===== config.mk =====
export PLATFORM = sky130hd
export DESIGN_NAME = alu_issue_stage
export DESIGN_NICKNAME = d
export VERILOG_FILES = /design/src/rtl/alu_issue_stage.sv
export SDC_FILE = /design/constraint.sdc
export NUM_CORES = 1
export LEC_CHECK = 0
export CORE_ASPECT_RATIO = 1.4
export CORE_MARGIN = 5
export CORE_UTILIZATION = 55
export DETAILED_ROUTE_END_ITERATION = 12
export DONT_BUFFER_PORTS = 1
export PLACE_DENSITY_LB_ADDON = 0.2
export SLEW_MARGIN = 20
export SYNTH_ARGS = -nofsm -noshare
export SYNTH_HDL_FRONTEND = slang
export SYNTH_SLANG_ARGS = --single-unit

===== constraint.sdc =====
create_clock -name clk -period 5.7 [get_ports clk]
set_clock_uncertainty 0.2 [all_clocks]
set_input_delay 0.855 -clock clk [delete_from_list [all_inputs] [get_ports clk]]
set_output_delay 0.855 -clock clk [all_outputs]
set_load 0.01 [all_outputs]

===== src/rtl/alu_issue_stage.sv =====
// ============================================================================
// Module   : alu_issue_stage
// Brief    : MIPS ALU issue stage. Decodes, drives the ALU from registers and
//            captures the result in a valid/ready output register.
//            Optional statistics counters: define ALU_ISSUE_STATS_EN.
// Revision : 1.0
// ============================================================================
`default_nettype none

module alu_issue_stage #(
    parameter logic [3:0] ILLEGAL_OP = 4'b1111,
    parameter int         CNT_W      = 16
) (
    input  logic             clk,
    input  logic             rst,
    input  logic             in_valid,
    output logic             in_ready,
    input  logic [31:0]      instr,
    input  logic [31:0]      rs_val,
    input  logic [31:0]      rt_val,
    output logic [31:0]      alu_a,
    output logic [31:0]      alu_b,
    output logic [4:0]       alu_shamt,
    output logic [3:0]       alu_control,
    input  logic [31:0]      alu_result,
    input  logic             alu_zero,
    output logic             out_valid,
    input  logic             out_ready,
    output logic [31:0]      out_result,
    output logic             out_zero,
    output logic [4:0]       out_rd,
`ifdef ALU_ISSUE_STATS_EN
    output logic [CNT_W-1:0] stat_issued,
    output logic [CNT_W-1:0] stat_illegal,
`endif
    output logic             out_illegal
);

    localparam logic [3:0] C_AND = 4'b0000;
    localparam logic [3:0] C_OR  = 4'b0001;
    localparam logic [3:0] C_ADD = 4'b0010;
    localparam logic [3:0] C_SUB = 4'b0011;
    localparam logic [3:0] C_XOR = 4'b0100;
    localparam logic [3:0] C_NOT = 4'b0101;
    localparam logic [3:0] C_SLL = 4'b0110;
    localparam logic [3:0] C_SRL = 4'b0111;
    localparam logic [3:0] C_SRA = 4'b1000;
    localparam logic [3:0] C_SLT = 4'b1001;
    localparam logic [3:0] C_SEQ = 4'b1010;

    logic [5:0]  w_op;
    logic [5:0]  w_funct;
    logic [31:0] w_simm;
    logic [31:0] w_zimm;
    logic [3:0]  w_ctrl;
    logic [31:0] w_a;
    logic [31:0] w_b;
    logic [4:0]  w_shamt;
    logic [4:0]  w_rd;
    logic        w_illegal;
    logic        w_adv2;
    logic        w_accept;
    logic        w_unused_rs_field;

    logic        r_s1_valid;
    logic [4:0]  r_s1_rd;
    logic        r_s1_illegal;

    assign w_op    = instr[31:26];
    assign w_funct = instr[5:0];
    assign w_simm  = {{16{instr[15]}}, instr[15:0]};
    assign w_zimm  = {16'h0000, instr[15:0]};
    // Operand values arrive already read from the register file.
    assign w_unused_rs_field = ^instr[25:21];

    always_comb begin
        w_ctrl    = ILLEGAL_OP;
        w_a       = '0;
        w_b       = '0;
        w_shamt   = '0;
        w_rd      = '0;
        w_illegal = 1'b1;
        case (w_op)
            6'h00: begin
                w_illegal = 1'b0;
                w_a       = rs_val;
                w_b       = rt_val;
                w_rd      = instr[15:11];
                case (w_funct)
                    6'h24: w_ctrl = C_AND;
                    6'h25: w_ctrl = C_OR;
                    6'h20: w_ctrl = C_ADD;
                    6'h22: w_ctrl = C_SUB;
                    6'h26: w_ctrl = C_XOR;
                    6'h27, 6'h28: w_ctrl = (w_funct == 6'h28) ? C_NOT : ILLEGAL_OP;
                    6'h2A: w_ctrl = C_SLT;
                    6'h29: w_ctrl = C_SEQ;
                    6'h00, 6'h02, 6'h03: begin
                        w_ctrl  = (w_funct == 6'h00) ? C_SLL :
                                  (w_funct == 6'h02) ? C_SRL : C_SRA;
                        w_a     = rt_val;
                        w_shamt = instr[10:6];
                    end
                    default: w_ctrl = ILLEGAL_OP;
                endcase
                if (w_ctrl == ILLEGAL_OP) begin
                    w_illegal = 1'b1;
                    w_a       = '0;
                    w_b       = '0;
                    w_shamt   = '0;
                    w_rd      = '0;
                end
            end
            6'h08, 6'h0A, 6'h0C, 6'h0D, 6'h0E: begin
                w_illegal = 1'b0;
                w_a       = rs_val;
                w_rd      = instr[20:16];
                case (w_op)
                    6'h08:   begin w_ctrl = C_ADD; w_b = w_simm; end
                    6'h0A:   begin w_ctrl = C_SLT; w_b = w_simm; end
                    6'h0C:   begin w_ctrl = C_AND; w_b = w_zimm; end
                    6'h0D:   begin w_ctrl = C_OR;  w_b = w_zimm; end
                    default: begin w_ctrl = C_XOR; w_b = w_zimm; end
                endcase
            end
            6'h04: begin
                w_illegal = 1'b0;
                w_ctrl    = C_SUB;
                w_a       = rs_val;
                w_b       = rt_val;
            end
            default: ;
        endcase
    end

    assign w_adv2   = r_s1_valid & (~out_valid | out_ready);
    assign in_ready = ~r_s1_valid | w_adv2;
    assign w_accept = in_valid & in_ready;

    always_ff @(posedge clk) begin
        if (rst) begin
            r_s1_valid   <= 1'b0;
            alu_a        <= '0;
            alu_b        <= '0;
            alu_shamt    <= '0;
            alu_control  <= ILLEGAL_OP;
            r_s1_rd      <= '0;
            r_s1_illegal <= 1'b0;
        end else if (w_accept) begin
            r_s1_valid   <= 1'b1;
            alu_a        <= w_a;
            alu_b        <= w_b;
            alu_shamt    <= w_shamt;
            alu_control  <= w_ctrl;
            r_s1_rd      <= w_rd;
            r_s1_illegal <= w_illegal;
        end else if (w_adv2) begin
            r_s1_valid   <= 1'b0;
        end
    end

    always_ff @(posedge clk) begin
        if (rst) begin
            out_valid   <= 1'b0;
            out_result  <= '0;
            out_zero    <= 1'b0;
            out_rd      <= '0;
            out_illegal <= 1'b0;
        end else if (w_adv2) begin
            out_valid   <= 1'b1;
            out_result  <= alu_result;
            out_zero    <= alu_zero;
            out_rd      <= r_s1_rd;
            out_illegal <= r_s1_illegal;
        end else if (out_ready) begin
            out_valid   <= 1'b0;
        end
    end

`ifdef ALU_ISSUE_STATS_EN
    always_ff @(posedge clk) begin
        if (rst) begin
            stat_issued  <= '0;
            stat_illegal <= '0;
        end else if (out_valid && out_ready) begin
            stat_issued <= stat_issued + 1'b1;
            if (out_illegal) begin
                stat_illegal <= stat_illegal + 1'b1;
            end
        end
    end
`endif

endmodule

`default_nettype wire


After elaboration in Yosys (flattened, before gate mapping)
Cells that the tools add are included.

Register bits: 120. Bits of input ports: 133. Output and inout port bits: 114. Logic and storage cells: 69.

Equal/unequal tests: 18. Muxes and demuxes: 24. Bitwise logic cells: 6. Reduce and logical (&&, ||, !) cells: 9.

Operators by type and width (number): $mux W32 (4); $pmux W32 S3 (1); $pmux W32 S2 (1); $eq A6 B6 Y1 const B (9); $pmux W4 S9 (1); $eq A6 B4 Y1 const B (5); $mux W5 (4); $mux W4 (4); $pmux W4 S4 (1); $eq A6 B2 Y1 const B (2); $logic_not A6 Y1 (2); $pmux W4 S3 (1); $pmux W5 S2 (1); $eq A6 B3 Y1 const B (1); $reduce_or A6 Y1 (1); $mux W1 (5); $reduce_or A5 Y1 (1); $eq A4 B4 Y1 const B (1); $reduce_bool A2 Y1 (2); $reduce_or A2 Y1 (2); $reduce_or A3 Y1 (1); $and A1 B1 Y1 (2); $not A1 Y1 (2); $or A1 B1 Y1 (2); $pmux W1 S2 (1).

Longest topological paths before layout
Depth in word-level cells: 8. Depth in mapped cells: 8. Mapped depth without buffers: 5.

Least setup slack after synthesis
OpenSTA, ideal clock, no wires.

Kind: input to register. Start: in out_ready. End: reg alu_b[22]. Setup time: 0.067 ns. Data arrival time: 2.252 ns. Data required time: 5.433 ns. Slack: 3.181 ns. Stages on the path: 8. Path buffers: 3. Cells stage by stage: nand3b_2 -> and2_1 -> clkbuf_1 -> nor2_1 -> buf_2 -> buf_1 -> nand2_1 -> o21ai_2.

Longest elaborated chain between the ends: 4.

RTL lines: start, declared (RTL line 28) `input logic out_ready,`; $or A1 B1 Y1 (RTL line 136) `assign w_adv2 = r_s1_valid & (~out_valid | out_ready);`; $and A1 B1 Y1 (RTL line 136); $or A1 B1 Y1 (RTL line 137) `assign in_ready = ~r_s1_valid | w_adv2;`; $and A1 B1 Y1 (RTL line 138) `assign w_accept = in_valid & in_ready;`; end signal, assigned (RTL line 152) `alu_b <= w_b;`; end, declared (RTL line 22) `output logic [31:0] alu_b,`.

Every way passes these cells. A chain may end at the register's enable or synchronous reset.

Worst setup path after layout
Start: in out_ready. End: reg alu_b[12].

The elaborated chain is that of the path after synthesis.

==> qor.yml <==
relSlewSlack_pct: 32.1
grt_max_degree: 94
die_x_um: 93.4
synth_ff_type: "dfxtp_1"
dp_hpwl_mm: 10.7
fmax_mhz: 360
syn_to_final_growth_pct: 9.49
netSwitchingPower_uw: 466
drc: 0
syn_inst: 614
fin_setup_tns_ns: 0
crit_buf_inv: 1
crit_type: "in2reg"
synth-edff-count: 0
synth_area_per_cell_sq_um: 8.72
drt-initial-drc-count: 203
cts_setup_buffers: 0
period_share_pct: 48.8
swShare_pct: 22.9
multi_input_area_sq_um: 2680
leakagePower_uw: 0.00225
ir_worst_vdd_uv: 211
core-area_sq_um: 9510
fin_hold_ws_ns: 0.245
drv_cap: 0
grt_pass1_wl_mm: 23.6
cp_top_family: "simple AND/OR/NAND/NOR gates"
grt-ovfl-total: 0
cts_sinks: 120
startpoint_type: "input port"
power_density_nw_per_um2: 347
path_cells: "nand3b_2, and2_2, nor2_2, buf_4, a22o_1, a21o_1"
seq_area_sq_um: 2400
gp_routability_congestion: 0.816
hold_class: "reg2reg"
ant_nets: 0
yosysWarnings: 0
synth.cell_area_sq_um: 5350
combPwrFrac_pct: 6.3
drv_slew: 0
status: "finished clean"
async_reset_ff_share_pct: 0
synth_seq_area_share_pct: 44.9
first_pass_iters: 5
power.internal_uw: 1570
cts_inserted_buffers: 17
grt_pass1_vias: 4561
die_area_sq_um: 11800
vias: 4578
clkPwrFrac_pct: 48.9
antenna_found_initial: 0
cp.arrival_ns: 2.92
fillers: 831
synth_nets: 747
required_ns: 5.84
grtUsageTotal_pct: 25.4
start_util_pct: 56.3
worstMarginPinSlew_ns: 1.02
rsz0062_at_grt: "no"
ys_ff_latch: 120
cts_resized: 0
cpPeakStageDelay_ns: 0.62
clk_pin_slew_ns: 0.05
io_buffers: 0
cts_tree: "built"
slowest_stage: "nor2_2"
path_max_fanout: 41
cts_root_buffer: "clkbuf_16"
seqPwrFrac_pct: 44.7
vias_per_cell: 6.30
nets: 717
wire_per_inst_um: 21.1
cp-end-kind: "flip-flop"
pin_count: 247
die_y_um: 127
finalSetupViolCount: 0
rows: 42
drt_wl_total_mm: 15.4
cts_max_path_buffers: 2
drive_above_1_share_pct: 15.3
layout_min_cycle_time_ns: 2.78
ys_types: 53
diodes: 0
htreeDepth: 4
hold_buffers: 0
clkLatencyLatePin_ns: 0.41
hold_violations: 0
[power groups by stage]
stage | clock network [uW] | logic [uW] | registers [uW]
floorplan | 0 | 122 | 917
global placement | 0 | 123 | 925
detailed placement | 0 | 129 | 926
CTS | 1010 | 129 | 908
global route | 1060 | 145 | 911
finish | 994 | 129 | 908
[metal layers]
layer | vias up | wire length (um) | track usage (%)
li1 | 2141 | - | -
met1 | 2166 | 5350 | 25.2
met2 | 224 | 7700 | 44.2
met3 | 47 | 1710 | 10.9
met4 | 0 | 599 | 13.5
met5 | - | 0 | 0
[per-stage QoR]
step           power (uW)  cells  setup WS (ns)  instance area [sq um]  util, %
4_1_cts              2050    727           2.94                   5860     61.6
6_report             2030    727           2.92                   5860     61.6
5_1_grt              2110    727           2.76                   5860     61.6
2_1_floorplan        1040    614           3.18                   5350        -
3_3_place_gp         1050    697           2.55                   5300     55.7
3_5_place_dp         1050    697           2.53                   5300     55.7
[cell type report]
type,count,share of cell area (%)
clock buffers,22,8.26
clock inverters,8,1.24
inverters,5,0.320
multi-input cells,435,45.7
flip-flops and latches,120,41.0
well taps,132,2.82
repair buffers,5,0.640
[tightest hold or removal path, cell delays in order, from the launching register on]
cell	delay (ns)
dfxtp_1	0.30
nand2_1	0.05
a21oi_1	0.05
[path summary, 6_finish.rpt]
path                                  end        from  slack, ns  cells past startpoint
worst max-delay path            alu_b[12]   out_ready       2.92                      6
worst min-delay path            out_rd[2]  r_s1_rd[2]       0.25                      2
worst max register to register  alu_b[12]   out_valid       3.02                      6
worst min register to register  out_rd[2]  r_s1_rd[2]       0.25                      2
[cells in the final DEF (no fill, tap or decap), drive strengths merged, types with 2 or more instances in the layout]
| cell | count |
|---|---|
| nor3b | 2 |
| clkbuf | 22 |
| nor4b | 2 |
| inv | 5 |
| nand3b | 2 |
| a22o | 16 |
| nor4 | 4 |
| nor3 | 41 |
| or3 | 3 |
| nor2 | 66 |
| and2 | 3 |
| a211o | 2 |
| a21o | 17 |
| o21a | 2 |
| a31oi | 2 |
| mux2 | 32 |
| a221oi | 37 |
| nand2b | 5 |
| dfxtp | 120 |
| nor2b | 3 |
| nand2 | 103 |
| buf | 5 |
| o21ai | 19 |
| a211oi | 4 |
| clkinv | 7 |
| a32oi | 7 |
| a21oi | 48 |
[synth_stat cells, types with 9 or more instances]
cell type    n  share of area (%)
nor3_1      41                3.8
nand2_1    101                7.1
clkbuf_1    32                2.2
o21ai_2     10                1.6
o21ai_0      9               0.84
a21oi_1     48                4.5
a221oi_1    37                6.1
buf_2        9               0.84
dfxtp_1    120                 45
nor2_1      66                4.6
a22o_1      16                2.6
mux2_2      32                6.7
a21o_1      17                2.4
[registers in the layout, indices dropped and copies added (netlist names), 4 cells and up]
| name | cells |
|---|---|
| alu_a | 32 |
| alu_b | 32 |
| out_result | 32 |
| alu_shamt | 5 |
| out_rd | 5 |
| r_s1_rd | 5 |
| alu_control | 4 |
[kinds of logic after synthesis]
| family | count (synthesis) | share of synthesized area [%] |
|---|---|---|
| mux | 32 | 6.73 |
| xor+xnor | 2 | 0.327 |
| flops | 120 | 44.9 |
| compound gates | 161 | 22.1 |
| buf+inv | 59 | 5.33 |
| simple gates | 240 | 20.7 |
No activity file was read; power rests on OpenSTA's default activity.
